--- src/rtl/scale_sweep_ctrl.sv ---
// Frequency-scale sequencer for the F2 function generator: button stepping with
// press-and-hold auto-repeat, plus a triangle sweep between SCALE_MIN and SCALE_MAX.
module scale_sweep_ctrl #(
    parameter int SCALE_W       = 6,
    parameter int SCALE_MIN     = 0,
    parameter int SCALE_MAX     = 63,
    parameter int SCALE_RST     = 32,
    parameter int HOLD_CYCLES   = 50_000_000,
    parameter int REPEAT_CYCLES = 10_000_000,
    parameter int SWEEP_CYCLES  = 25_000_000
) (
    input  logic               sysclk,
    input  logic               reset,
    input  logic               Plus,
    input  logic               Minus,
    input  logic               Sweep_En,
    output logic [SCALE_W-1:0] Scale,
    output logic               Scale_upd,
    output logic               Sweep_dir,
    output logic               Sweeping
);

    localparam int CNT_MAX_A = (HOLD_CYCLES > REPEAT_CYCLES) ? HOLD_CYCLES : REPEAT_CYCLES;
    localparam int CNT_MAX   = (CNT_MAX_A > SWEEP_CYCLES) ? CNT_MAX_A : SWEEP_CYCLES;
    localparam int CNT_W     = (CNT_MAX > 1) ? $clog2(CNT_MAX) : 1;

    localparam logic [CNT_W-1:0]   HOLD_LAST   = CNT_W'(HOLD_CYCLES - 1);
    localparam logic [CNT_W-1:0]   REPEAT_LAST = CNT_W'(REPEAT_CYCLES - 1);
    localparam logic [CNT_W-1:0]   SWEEP_LAST  = CNT_W'(SWEEP_CYCLES - 1);
    localparam logic [SCALE_W-1:0] S_MIN       = SCALE_W'(SCALE_MIN);
    localparam logic [SCALE_W-1:0] S_MAX       = SCALE_W'(SCALE_MAX);
    localparam logic [SCALE_W-1:0] S_RST       = SCALE_W'(SCALE_RST);
    localparam logic [SCALE_W-1:0] S_ONE       = SCALE_W'(1);

    typedef enum logic [2:0] {
        ST_IDLE,
        ST_PRESS,
        ST_REPEAT,
        ST_LOCK,
        ST_SWEEP
    } state_t;

    state_t             r_state;
    state_t             w_state_nxt;
    logic               r_plus_q;
    logic               r_minus_q;
    logic [CNT_W-1:0]   r_cnt;
    logic [CNT_W-1:0]   w_cnt_nxt;
    logic [SCALE_W-1:0] r_scale;
    logic [SCALE_W-1:0] w_scale_nxt;
    logic               r_upd;
    logic               r_dir;
    logic               w_dir_nxt;
    logic               r_btn_plus;
    logic               w_btn_plus_nxt;

    logic               w_plus_rise;
    logic               w_minus_rise;
    logic               w_held;
    logic               w_both;
    logic               w_step;
    logic               w_step_up;
    logic               w_sweep_step;
    logic               w_at_min;
    logic               w_at_max;
    logic [SCALE_W-1:0] w_inc;
    logic [SCALE_W-1:0] w_dec;

    assign w_plus_rise  = Plus & ~r_plus_q;
    assign w_minus_rise = Minus & ~r_minus_q;
    assign w_both       = Plus & Minus;
    // r_btn_plus records which button owns the current PRESS/REPEAT hold
    assign w_held       = r_btn_plus ? Plus : Minus;

    assign w_at_min = (r_scale == S_MIN);
    assign w_at_max = (r_scale == S_MAX);
    assign w_inc    = w_at_max ? r_scale : r_scale + S_ONE;
    assign w_dec    = w_at_min ? r_scale : r_scale - S_ONE;

    always_ff @(posedge sysclk or negedge reset) begin
        if (!reset) begin
            r_state    <= ST_IDLE;
            r_plus_q   <= 1'b0;
            r_minus_q  <= 1'b0;
            r_cnt      <= '0;
            r_scale    <= S_RST;
            r_upd      <= 1'b0;
            r_dir      <= 1'b1;
            r_btn_plus <= 1'b0;
        end else begin
            r_state    <= w_state_nxt;
            r_plus_q   <= Plus;
            r_minus_q  <= Minus;
            r_cnt      <= w_cnt_nxt;
            r_scale    <= w_scale_nxt;
            r_upd      <= (w_scale_nxt != r_scale);
            r_dir      <= w_dir_nxt;
            r_btn_plus <= w_btn_plus_nxt;
        end
    end

    always_comb begin
        w_state_nxt    = r_state;
        w_cnt_nxt      = r_cnt;
        w_btn_plus_nxt = r_btn_plus;
        w_step         = 1'b0;
        w_step_up      = 1'b0;
        w_sweep_step   = 1'b0;

        case (r_state)
            ST_IDLE: begin
                if (Sweep_En) begin
                    w_state_nxt = ST_SWEEP;
                    w_cnt_nxt   = '0;
                end else if (w_plus_rise && w_minus_rise) begin
                    w_state_nxt = ST_LOCK;
                end else if (w_plus_rise || w_minus_rise) begin
                    w_step         = 1'b1;
                    w_step_up      = w_plus_rise;
                    w_btn_plus_nxt = w_plus_rise;
                    w_state_nxt    = ST_PRESS;
                    w_cnt_nxt      = '0;
                end
            end
            ST_PRESS: begin
                if (w_both) begin
                    w_state_nxt = ST_LOCK;
                end else if (!w_held) begin
                    w_state_nxt = ST_IDLE;
                end else if (r_cnt == HOLD_LAST) begin
                    w_step      = 1'b1;
                    w_step_up   = r_btn_plus;
                    w_state_nxt = ST_REPEAT;
                    w_cnt_nxt   = '0;
                end else begin
                    w_cnt_nxt = r_cnt + CNT_W'(1);
                end
            end
            ST_REPEAT: begin
                if (w_both) begin
                    w_state_nxt = ST_LOCK;
                end else if (!w_held) begin
                    w_state_nxt = ST_IDLE;
                end else if (r_cnt == REPEAT_LAST) begin
                    w_step    = 1'b1;
                    w_step_up = r_btn_plus;
                    w_cnt_nxt = '0;
                end else begin
                    w_cnt_nxt = r_cnt + CNT_W'(1);
                end
            end
            ST_LOCK: begin
                if (!Plus && !Minus) begin
                    w_state_nxt = ST_IDLE;
                end
            end
            ST_SWEEP: begin
                if (!Sweep_En) begin
                    w_state_nxt = ST_IDLE;
                end else if (r_cnt == SWEEP_LAST) begin
                    w_sweep_step = 1'b1;
                    w_cnt_nxt    = '0;
                end else begin
                    w_cnt_nxt = r_cnt + CNT_W'(1);
                end
            end
            default: begin
                w_state_nxt = ST_IDLE;
                w_cnt_nxt   = '0;
            end
        endcase
    end

    always_comb begin
        w_scale_nxt = r_scale;
        w_dir_nxt   = r_dir;

        if (w_step) begin
            w_scale_nxt = w_step_up ? w_inc : w_dec;
        end else if (w_sweep_step) begin
            // Sweep bounces off a bound in one step instead of dwelling there
            if (r_dir) begin
                if (w_at_max) begin
                    w_scale_nxt = S_MAX - S_ONE;
                    w_dir_nxt   = 1'b0;
                end else begin
                    w_scale_nxt = r_scale + S_ONE;
                end
            end else begin
                if (w_at_min) begin
                    w_scale_nxt = S_MIN + S_ONE;
                    w_dir_nxt   = 1'b1;
                end else begin
                    w_scale_nxt = r_scale - S_ONE;
                end
            end
        end

        if (w_scale_nxt == S_MIN) begin
            w_dir_nxt = 1'b1;
        end else if (w_scale_nxt == S_MAX) begin
            w_dir_nxt = 1'b0;
        end
    end

    assign Scale     = r_scale;
    assign Scale_upd = r_upd;
    assign Sweep_dir = r_dir;
    assign Sweeping  = (r_state == ST_SWEEP);

endmodule

--- config.mk ---
export PLATFORM = sky130hd
export DESIGN_NAME = scale_sweep_ctrl
export DESIGN_NICKNAME = d
export VERILOG_FILES = /design/src/rtl/scale_sweep_ctrl.sv
export SDC_FILE = /design/constraint.sdc
export NUM_CORES = 1
export LEC_CHECK = 0
export ABC_CLOCK_PERIOD_IN_PS = 4900
export CAP_MARGIN = 20
export CELL_PAD_IN_SITES_DETAIL_PLACEMENT = 0
export CELL_PAD_IN_SITES_GLOBAL_PLACEMENT = 1
export CORE_MARGIN = 2
export CORE_UTILIZATION = 50
export DETAILED_ROUTE_END_ITERATION = 10
export GPL_ROUTABILITY_DRIVEN = 0
export PLACE_DENSITY_LB_ADDON = 0.1
export SETUP_SLACK_MARGIN = 0.05
export SKIP_CTS_REPAIR_TIMING = 1
export SLEW_MARGIN = 40
export SYNTH_ARGS = -nofsm -noshare
export SYNTH_HDL_FRONTEND = slang
export SYNTH_SLANG_ARGS = --single-unit
--- constraint.sdc ---
create_clock -name sysclk -period 4.9 [get_ports sysclk]
set_clock_uncertainty 0.1 [all_clocks]
set_input_delay 0.98 -clock sysclk [delete_from_list [all_inputs] [get_ports sysclk]]
set_output_delay 0.98 -clock sysclk [all_outputs]
set_load 0.005 [all_outputs]
==> results.toml, run 1 <==
[placed_design]
dp_hpwl_um = 4870
io_buffers = 13
pre_cts_slack_ns = 1.03

[critical_path]
crit_top_cell = "nand2b_1"
crit_fanout = 13
worstPathCellList = "clkdlybuf4s50_1 -> nand2b_1 -> inv_1 -> ha_1 -> nor2_1 -> a2111oi_0 -> a21oi_1 -> buf_4 -> nand2b_1 -> o21ai_0"
crit_path_top_delay_cell = "clkdlybuf4s50_1"
cp.required_ns = 4.96
crit_type = "in -> reg"
cp_top_family = "buffers and inverters"
cp_slowest_stage_delay_ns = 0.62
endpoint_kind = "flip-flop"
cp-start-kind = "input pin"
worst-path-buf-inv = 3
arrival_ns = 3.58

[logic_synthesis]
ys_async_sr_fraction_pct = 100
synth_edf_count = 0
synth_top_family_by_area = "simple AND/OR/NAND/NOR gates"
synthFlopType = "dfrtp_1"
yosys.area_share.xor_xnor_pct = 3.01
yosys_warnings = 0
syn_area_um2 = 2910
yosys.area_share.simple_pct = 27.7
synth_fa_ha_area_share_pct = 4.21
synth_nets = 363
synth_cells = 349
avgSynthCellArea_um2 = 8.35
synthMuxAreaShare_pct = 6.83
ys_seq_area_share_pct = 34.4
synth_seq_cells = 40
ys_types = 56
synth_compound_gate_area_share_pct = 19.6

[global_route]
track_usage_pct = 24.5
grtUsageMet3_pct = 4.38
grt_busiest_layer = "met2"
use_met1_pct = 34.2
grt_util_met2_pct = 39.6
grt_pass1_vias = 2523
grt_start_max_net_pins = 41
grt_pass1_wl_um = 12500
antenna_found_initial = 0
overflow = 0

[drt]
drcViolationCount = 0
vias_per_cell = 6.02
drt_iter0_drc = 141
drtAntennaViolNets = 0
vias = 2590
wirelength_um = 6950
first_pass_iters = 4
post_drt_wl_per_cell_um = 16.2

[min_path]
hold_path_class = "reg -> reg"

[clocking]
cts_tree = "built"
cts_made_buffers = 5
clkTransAtPathRegs_ns = 0.08
clock_sink_count = 40
cts_max_path_buffers = 2
cts-root-buf = "clkbuf_8"
htree_levels = 2
clkLatencyLatePin_ns = 0.29

[timing]
tns_ns = 0
fmax_mhz = 284
worst_pin_slew_ns = 0.669
slew_headroom_pct = 55.0
post-route-min-period_ns = 3.52
setup_violations = 0
finalMaxSlewViolations = 0
setup_slack_ns = 1.38
rsz0062_at_grt = "no"
fin_crit_sh_pct = 71.9
hold_viol = 0

[floorplan]
die_h_um = 80.3
ios = 14
die_area_um2 = 6450
rows = 27
initial_core_util_pct = 52.3
core_um2 = 5570
die_width_um = 80.3

[layout]
layout.nets = 371
areaGrowthSynthToFinish_pct = 9.45
drive_gt1_share_pct = 8.38
final_common_cell = "dfrtp_1"
diodes = 0
layout_common_cells = "dfrtp_1 (38), nand2_1 (36), o21ai_0 (34), nor2_1 (26), nand3_1 (19)"

[power_and_ir_drop]
leakage_uw = 0.00130
p_per_area_nw_per_um2 = 454
ir_drop_mv = 0.220

[run]
drv_cap = 0

[run_status]
status = "complete, no violations"
## registers in the layout (all words and copies together) (netlist names)
register	flops
r_minus_q	1
Scale_upd	1
Scale	6
r_btn_plus	1
Sweep_dir	1
r_state	3
r_cnt	26
r_plus_q	1
## path summary, 6_finish.rpt
check / start / endpoint / slack (ns) / cells past startpoint
setup / recovery: Plus / r_cnt[0]$_DFFE_PN0P_ / 1.38 / 10
hold / removal: r_cnt[1]$_DFFE_PN0P_ / r_cnt[1]$_DFFE_PN0P_ / 0.42 / 2
setup reg to reg: r_cnt[0]$_DFFE_PN0P_ / Sweep_dir$_DFFE_PN1P_ / 1.81 / 10
hold reg to reg: r_cnt[1]$_DFFE_PN0P_ / r_cnt[1]$_DFFE_PN0P_ / 0.42 / 2
max in group asynchronous: reset / Sweep_dir$_DFFE_PN1P_ / 3.76 / 1
min in group asynchronous: reset / r_cnt[16]$_DFFE_PN0P_ / 0.56 / 1
## final cells by class
cell class / instances / area, um2
sequential: 40 / 1000
multi-input combinational: 279 / 1800
fill: 546 / 2380
clock buffer: 6 / 82.6
clock inverter: 2 / 10.0
inverter: 15 / 56.3
tap: 72 / 90.1
timing repair buffer: 16 / 150
## metrics by stage
step	instance area (um2)	util, %	hold slack (ns)	std cells	total power [uW]
6_report	3190	57.2	0.419	430	1450
5_1_grt	3190	57.2	0.450	430	1600
4_1_cts	3190	57.2	0.427	430	1460
3_5_place_dp	3100	55.5	0.410	422	1220
3_3_place_gp	3090	55.5	0.394	422	1220
2_1_floorplan	2910	-	0.364	349	1010
## layer usage
layer	part of all wire (%)	vias up
met5	0	-
met1	47	1246
met4	0.49	0
met2	49	44
met3	3.3	4
li1	-	1296
## logic make-up after synthesis
group	Yosys count
and+or+nand+nor	151
AOI/OAI and AO/OA	90
DFF	40
buffers and inverters	30
muxes	18
xor gates and xnor gates	10
adders and majority gates	10
## cell usage after synthesis, types with 4 or more instances
| library cell | n | area, um2 |
|---|---|---|
| nand2b_1 | 6 | 37.5 |
| buf_2 | 4 | 20.0 |
| mux2i_1 | 12 | 120 |
| clkbuf_1 | 10 | 37.5 |
| xnor2_1 | 4 | 35.0 |
| and2_1 | 6 | 37.5 |
| mux2_2 | 5 | 56.3 |
| a21oi_1 | 16 | 80.1 |
| inv_1 | 15 | 56.3 |
| ha_1 | 9 | 113 |
| o31ai_1 | 10 | 75.1 |
| nor2b_1 | 8 | 50.1 |
| and4_1 | 4 | 35.0 |
| xor2_1 | 6 | 52.6 |
| and3_1 | 8 | 50.1 |
| dfrtp_1 | 38 | 951 |
| nand3_1 | 19 | 95.1 |
| nand4_1 | 9 | 56.3 |
| nand2_1 | 36 | 135 |
| nor2_1 | 26 | 97.6 |
| a31oi_1 | 7 | 43.8 |
| nor3_1 | 11 | 55.1 |
| o21ai_0 | 34 | 170 |
## report_power, final
group          switching, uW  internal [uW]  total, uW
combinational            422            313        735
clock                    118            113        230
sequential               103            380        483
total                    643            805       1450
## worst min-delay path: stages, from the launching register on
cell     delay (ns)
dfrtp_1        0.37
nand2_1        0.05
o21ai_0        0.07
Power figures use the tool's default switching activity.
==> inputs of run 2 (changes only) <==
- ABC_CLOCK_PERIOD_IN_PS: 4900 -> 3200
- CORE_UTILIZATION: 50 -> 42
- clock period: 4.9 -> 3.2 ns (I/O delays scaled with it)
==> results.toml, run 2 (synthesis results as in run 1) <==
[run_status]
status = "complete, no violations"

[layout]
largest_register = "r_cnt"
register_area_um2 = 1000
drive_gt1_share_pct = 15.8
areaGrowthSynthToFinish_pct = 18.9
layout.nets = 399
layout_common_cells = "dfrtp_1 (38), nand2_1 (36), o21ai_0 (34), buf_4 (31), nor2_1 (26)"
largest_register_ffs = 26
final_common_cell = "dfrtp_1"
fillers = 640
multiInputGateArea_um2 = 1820
diodes = 0

[timing]
fmax_mhz = 331
worst_pin_slew_ns = 0.531
post-route-min-period_ns = 3.02
finalMaxSlewViolations = 0
hold_viol = 0
tns_ns = 0
setup_slack_ns = 0.178
rsz0062_at_grt = "yes"
slew_headroom_pct = 64.6
fin_crit_sh_pct = 94.5
setup_violations = 0

[drt]
drtAntennaViolNets = 0
post_drt_wl_per_cell_um = 16.8
first_pass_iters = 4
vias_per_cell = 5.88
vias = 2741
wirelength_um = 7810
drcViolationCount = 0
drt_iter0_drc = 159

[floorplan]
initial_core_util_pct = 43.1
core_um2 = 6760
die_width_um = 87.3
rows = 30
die_area_um2 = 7620
ios = 14
die_h_um = 87.3

[critical_path]
reg2regPathDepth = 10
cp_slowest_stage_delay_ns = 0.61
arrival_ns = 3.14
crit_fanout = 5
r2r-start = "r_cnt[9]$_DFFE_PN0P_"
critPathLaunch = "r_cnt[9]$_DFFE_PN0P_"
critical_path_cell_count = 10
cp-start-kind = "flip-flop"
crit_type = "reg -> reg"
r2r-end = "Sweep_dir$_DFFE_PN1P_"
cp_top_family = "compound AO/OA/AOI/OAI gates"
cp.required_ns = 3.32
crit_path_top_delay_cell = "or4_1"
crit_path_end = "Sweep_dir$_DFFE_PN1P_"
regToRegSetupSlack_ns = 0.18
crit_top_cell = "nor3_2"
worst-path-buf-inv = 1
worstPathCellList = "nand4bb_1 -> or4_1 -> a2111o_1 -> buf_4 -> a21oi_1 -> a31oi_1 -> nor3_2 -> nor3_2 -> o31a_1 -> o22ai_2"
endpoint_kind = "flip-flop"

[clocking]
clkLatencyLatePin_ns = 0.30
clock_sink_count = 40
cts_max_path_buffers = 2
cts_made_buffers = 5
cts_tree = "built"
clkTransAtPathRegs_ns = 0.09
cts-root-buf = "clkbuf_8"
htree_levels = 2

[placed_design]
pre_cts_slack_ns = 0.00480
io_buffers = 13
dp_hpwl_um = 5720

[global_route]
grt_start_max_net_pins = 41
grt_pass1_wl_um = 13200
track_usage_pct = 22.1
antenna_found_initial = 0
grt_pass1_vias = 2702
overflow = 0

[run]
drv_cap = 0

[power_and_ir_drop]
leakage_uw = 0.00145
p_per_area_nw_per_um2 = 715
ir_drop_mv = 0.258

[min_path]
hold_path_class = "in -> async"
==> run 2: final cells by class <==
cell class	instances	share of cell area, %
Clock buffer	5	1.99
Sequential cell	40	29.0
Multi-Input combinational cell	279	52.4
Timing Repair Buffer	44	10.8
Inverter	15	1.63
Clock inverter	3	1.37
Tap cell	80	2.89
==> run 2: how the worst min path moves through the flow <==
| stage | start | to | slack, ns | cells past startpoint |
|---|---|---|---|---|
| global route | reset | r_cnt[5]$_DFFE_PN0P_ | 0.24 | 1 |
| finish | reset | r_cnt[5]$_DFFE_PN0P_ | 0.21 | 1 |
| CTS | reset | r_cnt[7]$_DFFE_PN0P_ | 0.23 | 1 |
| detailed placement | r_cnt[1]$_DFFE_PN0P_ | r_cnt[1]$_DFFE_PN0P_ | 0.40 | 2 |
| floorplan | reset | Scale[0]$_DFF_PN0_ | 0.24 | 0 |
| global placement | r_cnt[6]$_DFFE_PN0P_ | r_cnt[6]$_DFFE_PN0P_ | 0.40 | 1 |
==> run 2: power breakdown <==
part | total, uW | internal, uW | switching [uW]
sequential | 689 | 582 | 107
clock | 429 | 235 | 194
combinational | 1360 | 603 | 757
==> run 2: metal layers <==
metal / track usage [%] / share of wire [%] / up-vias
met3: 3.03 / 2.6 / 11
met2: 38.2 / 50 / 50
met5: 0 / 0 / -
met4: 6.29 / 1.4 / 0
li1: - / - / 1351
met1: 28.7 / 46 / 1329
==> run 2: worst reg2reg max path: stages (launching register included) <==
cell	delay, ns
dfrtp_1	0.38
nand4bb_1	0.26
or4_1	0.61
a2111o_1	0.51
buf_4	0.17
a21oi_1	0.14
a31oi_1	0.08
nor3_2	0.16
nor3_2	0.10
o31a_1	0.32
o22ai_2	0.14
==> run 2: metrics by stage <==
| step | total power (uW) | cells | hold slack (ns) | util [%] | cell area (um2) |
|---|---|---|---|---|---|
| floorplan | 1550 | 349 | 0.244 | - | 2910 |
| global placement | 2030 | 458 | 0.399 | 49.2 | 3330 |
| detailed placement | 2040 | 458 | 0.405 | 49.3 | 3330 |
| CTS | 2480 | 466 | 0.231 | 51.0 | 3440 |
| global route | 2680 | 466 | 0.245 | 51.3 | 3460 |
| finish | 2480 | 466 | 0.213 | 51.3 | 3460 |
